### config.mk
export PLATFORM = sky130hd
export DESIGN_NAME = fetch_stage
export DESIGN_NICKNAME = d
export VERILOG_FILES = /design/src/rtl/fetch_stage.sv
export SDC_FILE = /design/constraint.sdc
export NUM_CORES = 1
export LEC_CHECK = 0
export ABC_CLOCK_PERIOD_IN_PS = 2900
export CORE_MARGIN = 2
export CORE_UTILIZATION = 30
export CTS_CLUSTER_SIZE = 24
export DETAILED_ROUTE_END_ITERATION = 6
export PLACE_DENSITY = 0.65
export SLEW_MARGIN = 20
export SYNTH_ARGS = -nofsm -noshare
export SYNTH_HDL_FRONTEND = slang
export SYNTH_SLANG_ARGS = --single-unit
### constraint.sdc
create_clock -name clk -period 2.9 [get_ports clk]
set_input_delay 0.29 -clock clk [delete_from_list [all_inputs] [get_ports clk]]
set_output_delay 0.29 -clock clk [all_outputs]
set_load 0.01 [all_outputs]
### src/rtl/fetch_stage.sv
// Instruction fetch stage: owns the PC, drives the combinational instruction memory
// and registers the returned word into the IF/ID register for decode.
//
// state | meaning
// BOOT  | single bubble cycle after reset release; a redirect is still accepted
// RUN   | normal fetch: redirect > stall > range fault > sequential fetch
// FAULT | PC left the legal range; fetch halted until reset
module fetch_stage #(
  parameter int WIDTH     = 32,
  parameter int PC_W      = 32,
  parameter int MEM_DEPTH = 16,
  parameter logic [PC_W-1:0] RESET_PC = '0
) (
  input  logic             clk,
  input  logic             rst_n,
  output logic [PC_W-1:0]  imem_pc,
  input  logic [WIDTH-1:0] imem_inst,
  input  logic             stall,
  input  logic             redirect_valid,
  input  logic [PC_W-1:0]  redirect_pc,
  output logic             if_valid,
  output logic [WIDTH-1:0] if_inst,
  output logic [PC_W-1:0]  if_pc,
  output logic             fetch_fault
);

  typedef enum logic [1:0] {BOOT, RUN, FAULT} state_t;

  localparam logic [PC_W-1:0] DEPTH_PC = PC_W'(MEM_DEPTH);

  state_t           state, state_nxt;
  logic [PC_W-1:0]  pc, pc_nxt;
  logic             valid_nxt;
  logic [WIDTH-1:0] inst_nxt;
  logic [PC_W-1:0]  ifpc_nxt;
  logic             fault_nxt;

  assign imem_pc = pc;

  always_ff @(posedge clk or negedge rst_n) begin
    if (!rst_n) begin
      state       <= BOOT;
      pc          <= RESET_PC;
      if_valid    <= 1'b0;
      if_inst     <= '0;
      if_pc       <= '0;
      fetch_fault <= 1'b0;
    end else begin
      state       <= state_nxt;
      pc          <= pc_nxt;
      if_valid    <= valid_nxt;
      if_inst     <= inst_nxt;
      if_pc       <= ifpc_nxt;
      fetch_fault <= fault_nxt;
    end
  end

  // imem_inst is only read on a real fetch, so X outside the legal range never lands in IF/ID
  always_comb begin
    state_nxt = state;
    pc_nxt    = pc;
    valid_nxt = if_valid;
    inst_nxt  = if_inst;
    ifpc_nxt  = if_pc;
    fault_nxt = fetch_fault;
    unique case (state)
      BOOT: begin
        valid_nxt = 1'b0;
        state_nxt = RUN;
        if (redirect_valid) pc_nxt = redirect_pc;
      end
      RUN: begin
        if (redirect_valid) begin
          pc_nxt    = redirect_pc;
          valid_nxt = 1'b0;
          if (redirect_pc >= DEPTH_PC) begin
            fault_nxt = 1'b1;
            state_nxt = FAULT;
          end
        end else if (stall) begin
          pc_nxt = pc;
        end else if (pc >= DEPTH_PC) begin
          valid_nxt = 1'b0;
          fault_nxt = 1'b1;
          state_nxt = FAULT;
        end else begin
          inst_nxt  = imem_inst;
          ifpc_nxt  = pc;
          valid_nxt = 1'b1;
          pc_nxt    = pc + 1'b1;
        end
      end
      FAULT: begin
        valid_nxt = 1'b0;
        fault_nxt = 1'b1;
      end
      default: state_nxt = BOOT;
    endcase
  end

endmodule

Yosys cells after proc, flatten, opt, wreduce, memory -nomap -nowiden. Index checks and enable logic that the tools add are counted. Widths: inputs -> output; s select.

Reductions and logical operators: 10. Bitwise logic cells: 4. Equal/unequal tests: 7. Multiplexer cells: 19. $lt $le $gt $ge: 2. Add/sub/neg operators: 1.

Operators with widths (number): $mux 32 (4); $ge 32x5->1 const B (2); $pmux 32 s2 (1); $add 32x1->32 const B (1); $reduce_and 4->1 (4); $ne 3x3->1 const B (4); $mux 2 (4); $mux 1 (7); $pmux 2 s3 (1); $reduce_bool 2->1 (3); $not 1->1 (4); $pmux 1 s2 (2); $eq 2x1->1 const B (1); $eq 2x2->1 const B (1); $logic_not 2->1 (1); $ne 2x2->1 const B (1); $reduce_and 2->1 (1); $reduce_or 2->1 (1).

Logic and storage cells: 49. Output and inout port bits: 98. Bits of input ports: 68. Bits in registers: 100.

Logic depth before layout (Yosys ltp). Gate-level depths: netlist of run 1.

Depth in word-level cells: 5. Depth in mapped cells: 6. Depth with buffers taken out: 5.

Worst setup path after synthesis of run 1. Ideal clock, no wire load.

Path type: flip-flop to flip-flop. Start point: register pc[4], in the netlist imem_pc[4]. End point: register if_inst[10]. Required time: 2.775 ns. Library setup time: 0.125 ns. Slack: 0.658 ns. Cell stages (with the launch flop): 6. Buffers on the path: 1. Arrival: 2.117 ns. Cell sequence: dfrtp_1 > nor4_1 > nand4_2 > nor4b_4 > buf_6 > mux2_2.

Word-level cells in the longest chain between the ends: 3.

Ends and longest elaborated chain: from (decl) (RTL line 32) `logic [PC_W-1:0] pc, pc_nxt;`; from (signal assigned) (RTL line 50) `pc <= pc_nxt;`; $ge 32x5->1 (RTL line 82) `end else if (pc >= DEPTH_PC) begin`; $not 1->1 (no source line); $reduce_and 4->1 (no source line); to (signal assigned) (RTL line 52) `if_inst <= inst_nxt;`; to (decl) (RTL line 22) `output logic [WIDTH-1:0] if_inst,`.

No other way between the ends. A chain may end at the register's enable or synchronous reset.

Worst setup path after layout of run 1.
Start point: register pc[17], in the netlist imem_pc[17]. End point: register if_inst[7].

The elaborated chain is that of the path after synthesis.

==> results.ini, run 1 <==
[drt]
wl_per_cell_um = 17.7
drt_first_pass_iters = 5
routed_via_density = 5.27
dr_total_vias = 3940
final_antenna_net_count = 0
drtIter0Drc = 276
drc = 0
wl_um = 13300

[worst_setup_path]
cp_data_required_time_ns = 3.13
reg2reg_from = imem_pc[17]$_DFFE_PN0P_
critPathCaptureType = flop
worstPathArrival_ns = 2.71
critPathLaunchType = flop
crit_path_start = imem_pc[17]$_DFFE_PN0P_
crit_path_max_fanout = 64
worstSetupPathType = flop to flop

[synth]
ys_warn_count = 0
synth_cell_types = 44
synthArstFlopShare_pct = 100
yosysSeqAreaShare_pct = 56.7
syn_inst = 392
syn-cell-area_um2 = 4410
syn_nets = 462
synth_edf_count = 0
syn_area_per_cell_um2 = 11.3
ys.flop_type = dfrtp_1
synth_seq_cells = 100

[timing]
finalHoldViolCount = 0
fin_crit_ns = 2.48
post-route-period-util_pct = 85.6
final.setup_skew_ns = 0.00640
fin_tns_setup_ns = 0
slew_viol_final = 0
finalSetupViolCount = 0
grt_setup_unrepaired = false
worstMarginPinSlew_ns = 0.648
slew-limit-headroom_pct = 56.4
fmax_mhz = 403

[global_routing]
grt_usage_pct = 17.0
grt_max_degree = 65
grt-ovfl-total = 0
grt_pass1_wl_um = 21400
grt_pass1_vias = 4027
antenna_found_initial = 0

[finish]
mostFrequentLayoutCell = clkdlybuf4s50_1
fin_nets = 628
syn2layout_area_growth_pct = 49.1
layout-drive-gt1-share_pct = 12.8
final_cell_mix = clkdlybuf4s50_1 (164), dfrtp_1 (100), mux2_2 (36), nor2b_1 (28), nor2_1 (23)
antennaDiodeCount = 0
stdcell_area_um2 = 6580

[power]
power_leakage_uw = 0.00280
powerDensity_nw_per_um2 = 704
ir_drop_v = 0.000277

[clocking]
cts_tree = built
cts_max_path_buffers = 2
cts_sinks = 100
root_buffer = clkbuf_16
clk_latency_ns = 0.35
hold_buffers = 1
postCtsSetupBuffers = 0
post_cts_resized = 0
htreeDepth = 3
cts-buffers-inserted = 9
path_clk_slew_ns = 0.07

[placed_design]
numPortBuffers = 165
place.gp.congestion = 0.928
place_area_um2 = 6280
hpwl_um = 9580

[floorplan]
start_util_pct = 30.6
fp.coreArea_um2 = 14400
die_x_um = 125
die_area_um2 = 15700
ios = 166
fp-row-count = 44
die_h_um = 125

[job]
maxCapViolations = 0

[min_path]
hold_class = flop to flop
min_from = fetch_fault$_DFFE_PN0P_

[outcome]
outcome = finished clean

metrics by stage:
stage	utilization, %	hold WS (ns)	cells	worst slack [ns]	power (uW)
after global routing	45.6	0.504	747	0.275	4910
after detailed placement	43.5	0.365	730	0.449	3480
after CTS	45.6	0.492	747	0.459	4660
after floorplan	-	-0.00559	392	0.658	2640
final	45.6	0.484	747	0.418	4630
after global placement	43.5	0.356	730	0.498	3450
layout make-up:
cell class              instances  area [um2]
multi-input cells             260        1750
flip-flops and latches        100        2500
well taps                     184         230
inverters                      10        37.5
fillers                      1329        7850
clock buffers                  10         239
repair buffers                177        1770
clock inverters                 6        47.5
synth_stat cells, types with 2 or more instances:
cell type	instances	area, um2
mux2i_1	2	20.0
a21oi_1	16	80.1
and3_1	3	18.8
buf_1	2	7.51
nor4_1	15	93.8
nor3b_1	3	22.5
nor3_1	10	50.1
dfrtp_1	100	2500
a31oi_1	4	25.0
o32ai_1	7	61.3
nor4b_1	2	17.5
and2_1	3	18.8
inv_1	10	37.5
buf_6	5	56.3
nand3_1	11	55.1
clkbuf_1	14	52.6
and4_1	4	35.0
nand2_1	20	75.1
a2bb2oi_1	2	17.5
nor2b_1	28	175
nand4_1	15	93.8
o22ai_1	21	131
nor2_1	23	86.3
ha_1	2	25.0
mux2_2	36	405
nand2b_1	2	12.5
o21ai_0	15	75.1
critical path, stage by stage, from the launching register on:
cell     delay (ns)
dfrtp_1        0.45
nor4_1         0.57
and3_1         0.32
nor4b_4        0.27
buf_12         0.31
mux2_2         0.38
layer usage:
metal	track usage (%)	routed length [um]	share of wire, %
met5	0	0	0
met1	21.8	5360	40
met3	6.89	1490	11
met2	26.0	6120	46
met4	5.88	283	2.1
flip-flops by register name, summed over array words and instances, names as in the netlist:
name	cells
imem_pc	32
if_inst	32
fetch_fault	1
if_valid	1
if_pc	32
state	2
power breakdown:
group / switching, uW / internal [uW] / total, uW / leakage [uW]
registers: 394 / 1620 / 2010 / 0.00128
logic: 706 / 751 / 1460 / 0.00137
clock network: 550 / 615 / 1170 / 0.000145
total: 1650 / 2980 / 4630 / 0.00280
logic make-up (layout without fill, tap and decap cells):
family / count (synthesis) / after routing / synth area share, %
xor gates and xnor gates: 1 / 1 / 0.199
buffers and inverters: 32 / 203 / 3.60
AOI/OAI and AO/OA: 73 / 73 / 10.3
adders and majority gates: 2 / 2 / 0.567
muxes: 38 / 38 / 9.65
and+or+nand+nor: 146 / 146 / 18.9
DFF: 100 / 100 / 56.7
final timing paths:
check / cells after the start / slack, ns / to
max: 5 / 0.42 / if_inst[7]$_DFFE_PN0P_
min: 1 / 0.48 / fetch_fault$_DFFE_PN0P_
max reg2reg: 5 / 0.42 / if_inst[7]$_DFFE_PN0P_
min reg2reg: 1 / 0.48 / fetch_fault$_DFFE_PN0P_
max in group asynchronous: 3 / 1.68 / if_inst[11]$_DFFE_PN0P_
min in group asynchronous: 2 / 0.50 / if_inst[5]$_DFFE_PN0P_
(Power assumes the default switching activity.)
==> run 2, diff against run 1 <==
- ABC_CLOCK_PERIOD_IN_PS: 2900 -> 2550
- clock period: 2.9 -> 2.55 ns (I/O delays scaled with it)
==> run 2 against run 1 <==
Net effect: clock skew is 0.0061 ns higher; via count is 0.58% higher; critical endpoint is now if_inst[26]$_DFFE_PN0P_; clock power is 18% higher; register-to-register slack worse by 0.22 ns; largest power group unchanged; sequential share of layout area is 0.44 points lower; hold slack worse by 0.029 ns; final area is 1.2% higher; setup slack worse by 0.22 ns; global-route usage is 0.63 points higher; die area stayed put.
==> results.ini, run 2 (synthesis gave the netlist of run 1 again) <==
[drt]
wl_per_cell_um = 18.2  ; was 17.7 um
wl_um = 13700  ; was 13300 um
final_antenna_net_count = 0  ; unchanged
dr_total_vias = 3963  ; was 3940
drtIter0Drc = 365  ; was 276
drt_first_pass_iters = 5  ; unchanged
routed_via_density = 5.25  ; was 5.27
drc = 0  ; unchanged

[power]
p_int_uw = 3430  ; was 2980 uW
swShare_pct = 36.5  ; was 35.6%
power_leakage_uw = 0.00284  ; was 0.00280 uW
p_comb_share_pct = 32.7  ; was 31.5%
clock_power_share_pct = 25.6  ; was 25.1%
total_power_uw = 5410  ; was 4630 uW
powerDensity_nw_per_um2 = 812  ; was 704 nW/um2
ir_drop_v = 0.000329  ; was 0.000277 V
pwr-share-seq_pct = 41.7  ; was 43.4%
switching_power_uw = 1970  ; was 1650 uW

[worst_setup_path]
cp_data_required_time_ns = 2.78  ; was 3.13 ns
r2r_setup_slack_ns = 0.20  ; was 0.42 ns
regToRegEndpoint = if_inst[26]$_DFFE_PN0P_  ; was if_inst[7]$_DFFE_PN0P_
cp_slowest_cell = dfrtp_1  ; was nor4_1
crit_chain = nor4_1, buf_4, and3_1, nor4b_4, buf_12, mux2_2  ; was nor4_1, and3_1, nor4b_4, buf_12, mux2_2
max_stage_delay_ns = 0.42  ; was 0.57 ns
endpoint = if_inst[26]$_DFFE_PN0P_  ; was if_inst[7]$_DFFE_PN0P_
cp.depth = 6  ; was 5
crit_path_start = imem_pc[20]$_DFFE_PN0P_  ; was imem_pc[17]$_DFFE_PN0P_
critPathLaunchType = flop  ; unchanged
crit_path_max_fanout = 57  ; was 64
critPathCaptureType = flop  ; unchanged
reg2reg_from = imem_pc[20]$_DFFE_PN0P_  ; was imem_pc[17]$_DFFE_PN0P_
crit_family = simple AND/OR/NAND/NOR gates  ; unchanged
r2r_cells = 6  ; was 5
worstPathBufferInverterCount = 2  ; was 1
worstPathArrival_ns = 2.59  ; was 2.71 ns
worstSetupPathType = flop to flop  ; unchanged

[finish]
final_cell_mix = clkdlybuf4s50_1 (164), dfrtp_1 (100), mux2_2 (36), nor2b_1 (28), nor2_1 (23)  ; unchanged
antennaDiodeCount = 0  ; unchanged
syn2layout_area_growth_pct = 50.9  ; was 49.1%
stdcell_area_um2 = 6650  ; was 6580 um2
fin_nets = 636  ; was 628
layout-drive-gt1-share_pct = 14.0  ; was 12.8%
fillCellCount = 1336  ; was 1329
mostFrequentLayoutCell = clkdlybuf4s50_1  ; unchanged

[global_routing]
grt_max_degree = 59  ; was 65
grt_pass1_vias = 4133  ; was 4027
grt_usage_pct = 17.6  ; was 17.0%
antenna_found_initial = 0  ; unchanged
grt-ovfl-total = 0  ; unchanged
grt_pass1_wl_um = 22100  ; was 21400 um

[timing]
finalSetupViolCount = 0  ; unchanged
slew_viol_final = 0  ; unchanged
layout_setup_ws_ns = 0.198  ; was 0.418 ns
fin_tns_setup_ns = 0  ; unchanged
final.setup_skew_ns = 0.0125  ; was 0.00640 ns
finalHoldViolCount = 0  ; unchanged
grt_setup_unrepaired = false  ; unchanged
post-route-period-util_pct = 92.2  ; was 85.6%
fmax_mhz = 425  ; was 403 MHz
worstMarginPinSlew_ns = 0.597  ; was 0.648 ns
fin_crit_ns = 2.35  ; was 2.48 ns
slew-limit-headroom_pct = 59.8  ; was 56.4%

[placed_design]
place.gp.congestion = 0.951  ; was 0.928
place_area_um2 = 6340  ; was 6280 um2
post-place-ws_ns = 0.205  ; was 0.449 ns
numPortBuffers = 165  ; unchanged
hpwl_um = 9970  ; was 9580 um

[outcome]
outcome = finished clean  ; unchanged

[floorplan]
ios = 166  ; unchanged
fp.coreArea_um2 = 14400  ; unchanged
die_h_um = 125  ; unchanged
start_util_pct = 30.6  ; unchanged
die_x_um = 125  ; unchanged
die_area_um2 = 15700  ; unchanged
fp-row-count = 44  ; unchanged

[clocking]
post_cts_resized = 0  ; unchanged
postCtsSetupBuffers = 0  ; unchanged
htreeDepth = 3  ; unchanged
cts-buffers-inserted = 9  ; unchanged
clk_latency_ns = 0.35  ; about the same
root_buffer = clkbuf_16  ; unchanged
hold_buffers = 1  ; unchanged
cts_max_path_buffers = 2  ; unchanged
cts_sinks = 100  ; unchanged
cts_tree = built  ; unchanged
path_clk_slew_ns = 0.08  ; was 0.07 ns

[job]
maxCapViolations = 0  ; unchanged

[min_path]
hold_class = primary input to async pin  ; was flop to flop

## run 2: changes by cell type in the layout (fill, tap and decap cells not counted), sizes merged
| cell | delta |
|---|---|
| clkbuf | -1 |
| clkinvlp | +1 |
| inv | +2 |
| buf | +8 |
| clkinv | -2 |
## run 2: metal layers
metal | GRT usage, % | share of wire [%] | up-vias
met3 | 5.69 | 9.6 | 28
met2 | 27.8 | 47 | 201
met5 | 0 | 0 | -
met4 | 6.80 | 2.2 | 0
li1 | - | - | 1793
met1 | 22.5 | 41 | 1941
## run 2: area by class of cell
type                    instances  area (um2)  share of cell area (%)
flip-flops and latches        100        2500                    37.6
repair buffers                185        1830                    27.5
multi-input cells             260        1750                    26.4
well taps                     184         230                    3.46
clock buffers                   9         225                    3.38
clock inverters                 7        77.6                    1.17
inverters                      10        37.5                   0.564
## run 2: worst min path at each step
stage,from,to,cells past startpoint
2_1_floorplan,rst_n,fetch_fault$_DFFE_PN0P_,0
3_3_place_gp,rst_n,if_pc[11]$_DFFE_PN0P_,1
3_5_place_dp,rst_n,if_pc[11]$_DFFE_PN0P_,1
4_1_cts,rst_n,if_pc[9]$_DFFE_PN0P_,2
5_1_grt,rst_n,if_pc[9]$_DFFE_PN0P_,2
6_report,rst_n,if_pc[9]$_DFFE_PN0P_,2
## run 2: power by group through the flow
stage	Sequential, uW	Combinational, uW	Clock (uW)
after floorplan	2260	738	0
after global placement	2260	1720	0
after detailed placement	2280	1740	0
after CTS	2250	1750	1420
after global routing	2300	1910	1500
final	2250	1770	1380
## run 2: through the flow
step / hold WS [ns] / cells / util, %
2_1_floorplan: -0.0406 / 392 / -
3_3_place_gp: 0.299 / 738 / 44.0
3_5_place_dp: 0.303 / 738 / 44.0
4_1_cts: 0.469 / 755 / 46.1
5_1_grt: 0.494 / 755 / 46.1
6_report: 0.455 / 755 / 46.1
==> run 3, diff against run 2 <==
- DONT_BUFFER_PORTS: default -> 1
- PLACE_DENSITY: 0.65 -> 0.51
==> run 3 against run 2 <==
Net effect: the run now ends with negative hold slack left; combinational power decreased by 20%; sequential power decreased by 3%; die area unchanged; non-clock buffer count decreased by 155; critical path type unchanged.
==> results.ini, run 3 (synthesis gave the netlist of run 1 again) <==
[floorplan]
die_x_um = 125  ; unchanged
die_h_um = 125  ; unchanged
ios = 166  ; unchanged
start_util_pct = 30.6  ; unchanged
die_area_um2 = 15700  ; unchanged
fp-row-count = 44  ; unchanged
fp.coreArea_um2 = 14400  ; unchanged

[power]
p_int_uw = 3060  ; was 3430 uW
pwr-share-seq_pct = 44.9  ; was 41.7%
clock_power_share_pct = 26.1  ; was 25.6%
power_leakage_uw = 0.00224  ; was 0.00284 uW
switching_power_uw = 1810  ; was 1970 uW
ir_drop_v = 0.000344  ; was 0.000329 V
total_power_uw = 4870  ; was 5410 uW
swShare_pct = 37.2  ; was 36.5%
powerDensity_nw_per_um2 = 965  ; was 812 nW/um2
p_comb_share_pct = 29.1  ; was 32.7%

[worst_setup_path]
cp_data_required_time_ns = 2.78  ; about the same
reg2reg_from = imem_pc[21]$_DFFE_PN0P_  ; was imem_pc[20]$_DFFE_PN0P_
critPathLaunchType = flop  ; unchanged
r2r_setup_slack_ns = 0.19  ; was 0.20 ns
crit_path_max_fanout = 45  ; was 57
worstSetupPathType = flop to flop  ; unchanged
worstPathArrival_ns = 2.59  ; about the same
regToRegEndpoint = if_inst[31]$_DFFE_PN0P_  ; was if_inst[26]$_DFFE_PN0P_
critPathCaptureType = flop  ; unchanged
r2r_cells = 5  ; was 6

[finish]
fin_nets = 481  ; was 636
mostFrequentLayoutCell = dfrtp_1  ; was clkdlybuf4s50_1
seq_area_um2 = 2500  ; unchanged
fillCellCount = 1444  ; was 1336
stdcell_area_um2 = 5050  ; was 6650 um2
final_cell_mix = dfrtp_1 (100), mux2_2 (36), buf_4 (29), nor2b_1 (28), nor2_1 (22)  ; was clkdlybuf4s50_1 (164), dfrtp_1 (100), mux2_2 (36), nor2b_1 (28), nor2_1 (23)
final_cells = 601  ; was 755
multiInputGateArea_um2 = 1770  ; was 1750 um2
layout-drive-gt1-share_pct = 21.9  ; was 14.0%
syn2layout_area_growth_pct = 14.5  ; was 50.9%

[global_routing]
grt_pass1_wl_um = 19400  ; was 22100 um
grt_pass1_vias = 3322  ; was 4133
grt_usage_pct = 15.9  ; was 17.6%
grt-ovfl-total = 0  ; unchanged
grt_max_degree = 101  ; was 59
antenna_found_initial = 2  ; was 0

[clocking]
cts_max_path_buffers = 2  ; unchanged
path_clk_slew_ns = 0.07  ; was 0.08 ns
clk_latency_ns = 0.35  ; about the same
postCtsSetupBuffers = 0  ; unchanged
htreeDepth = 3  ; unchanged
cts-buffers-inserted = 9  ; unchanged
root_buffer = clkbuf_16  ; unchanged
cts_sinks = 100  ; unchanged
cts_tree = built  ; unchanged

[timing]
holdWs_ns = -0.395  ; was 0.455 ns
worstMarginPinSlew_ns = 0.630  ; was 0.597 ns
final.setup_skew_ns = 0.0109  ; was 0.0125 ns
slew-limit-headroom_pct = 57.6  ; was 59.8%
finalHoldViolCount = 100  ; was 0
fmax_mhz = 424  ; was 425 MHz
post-route-period-util_pct = 92.5  ; was 92.2%
fin_tns_setup_ns = 0  ; unchanged
finalSetupViolCount = 0  ; unchanged
grt_setup_unrepaired = false  ; unchanged
slew_viol_final = 0  ; unchanged
fin_crit_ns = 2.36  ; was 2.35 ns

[outcome]
outcome = finished, violations left  ; was finished clean
violations = negative hold slack

[drt]
final_antenna_net_count = 0  ; unchanged
wl_per_cell_um = 20.5  ; was 18.2 um
wl_um = 12300  ; was 13700 um
drtIter0Drc = 236  ; was 365
drc = 0  ; unchanged
routed_via_density = 5.40  ; was 5.25
drt_first_pass_iters = 4  ; was 5
dr_total_vias = 3244  ; was 3963

[job]
maxCapViolations = 0  ; unchanged

[placed_design]
place.gp.congestion = 0.840  ; was 0.951
place_area_um2 = 4760  ; was 6340 um2
hpwl_um = 8950  ; was 9970 um
numPortBuffers = 0  ; was 165
post-place-cells = 584  ; was 738

[min_path]
hold_class = primary input to async pin  ; unchanged

==> run 3: cell count changes in the layout (fill, tap and decap cells not counted), moves of 2 or more <==
| cell | previous run | this run |
|---|---|---|
| buf_4 | 18 | 29 |
| diode_2 | 0 | 2 |
| inv_6 | 3 | 1 |
| nor4_2 | 0 | 2 |
| clkinv_8 | 2 | 0 |
| nor4_1 | 15 | 13 |
| clkdlybuf4s50_1 | 164 | 0 |
==> run 3: critical path, stage by stage, from the launching register on <==
cell     delay, ns
dfrtp_1       0.46
nor4_1        0.47
nand4_2       0.27
nor4b_4       0.37
buf_12        0.28
mux2_2        0.37
==> run 3: stage by stage <==
| step | hold WS (ns) | worst slack (ns) | util, % |
|---|---|---|---|
| floorplan | -0.0406 | 0.308 | - |
| global placement | -0.0377 | 0.121 | 33.0 |
| detailed placement | -0.0366 | 0.0750 | 33.0 |
| CTS | -0.417 | 0.0557 | 34.9 |
| global route | -0.413 | 0.00882 | 35.0 |
| finish | -0.395 | 0.191 | 35.0 |
==> run 3: metal layers <==
layer | part of all wire [%] | track usage [%] | vias to the layer above
li1 | - | - | 1490
met4 | 3.3 | 6.80 | 0
met1 | 43 | 21.3 | 1589
met5 | 0 | 0 | -
met3 | 9.5 | 6.72 | 22
met2 | 44 | 22.7 | 143
==> run 3: how the worst max path moves through the flow <==
stage | endpoint | cells past startpoint | start
6_report | if_inst[31]$_DFFE_PN0P_ | 5 | imem_pc[21]$_DFFE_PN0P_
5_1_grt | if_inst[21]$_DFFE_PN0P_ | 6 | imem_pc[8]$_DFFE_PN0P_
4_1_cts | if_inst[21]$_DFFE_PN0P_ | 5 | imem_pc[20]$_DFFE_PN0P_
3_5_place_dp | if_inst[21]$_DFFE_PN0P_ | 5 | imem_pc[20]$_DFFE_PN0P_
3_3_place_gp | if_inst[22]$_DFFE_PN0P_ | 5 | imem_pc[20]$_DFFE_PN0P_
2_1_floorplan | if_inst[10]$_DFFE_PN0P_ | 5 | imem_pc[4]$_DFFE_PN0P_
==> run 3: cell type report <==
| cell class | instances | area share (%) |
|---|---|---|
| Antenna cell | 2 | 0.0991 |
| Clock buffer | 10 | 4.54 |
| Clock inverter | 5 | 0.743 |
| Inverter | 10 | 0.743 |
| Multi-Input combinational cell | 260 | 35.0 |
| Sequential cell | 100 | 49.6 |
| Tap cell | 184 | 4.56 |
| Timing Repair Buffer | 30 | 4.71 |
==> run 3: timing repair <==
| item | 4_1_cts | 5_1_grt |
|---|---|---|
| setup endpoints to repair | 0 | 36 |
| hold endpoints to repair | 100 | 100 |
| resized for setup | 0 | 2 |
==> run 3: power groups by stage <==
stage / sequential [uW] / clock [uW] / combinational, uW
after floorplan: 2260 / 0 / 738
after global placement: 2190 / 0 / 1390
after detailed placement: 2210 / 0 / 1410
after CTS: 2180 / 1320 / 1410
after global routing: 2230 / 1370 / 1580
final: 2190 / 1270 / 1420
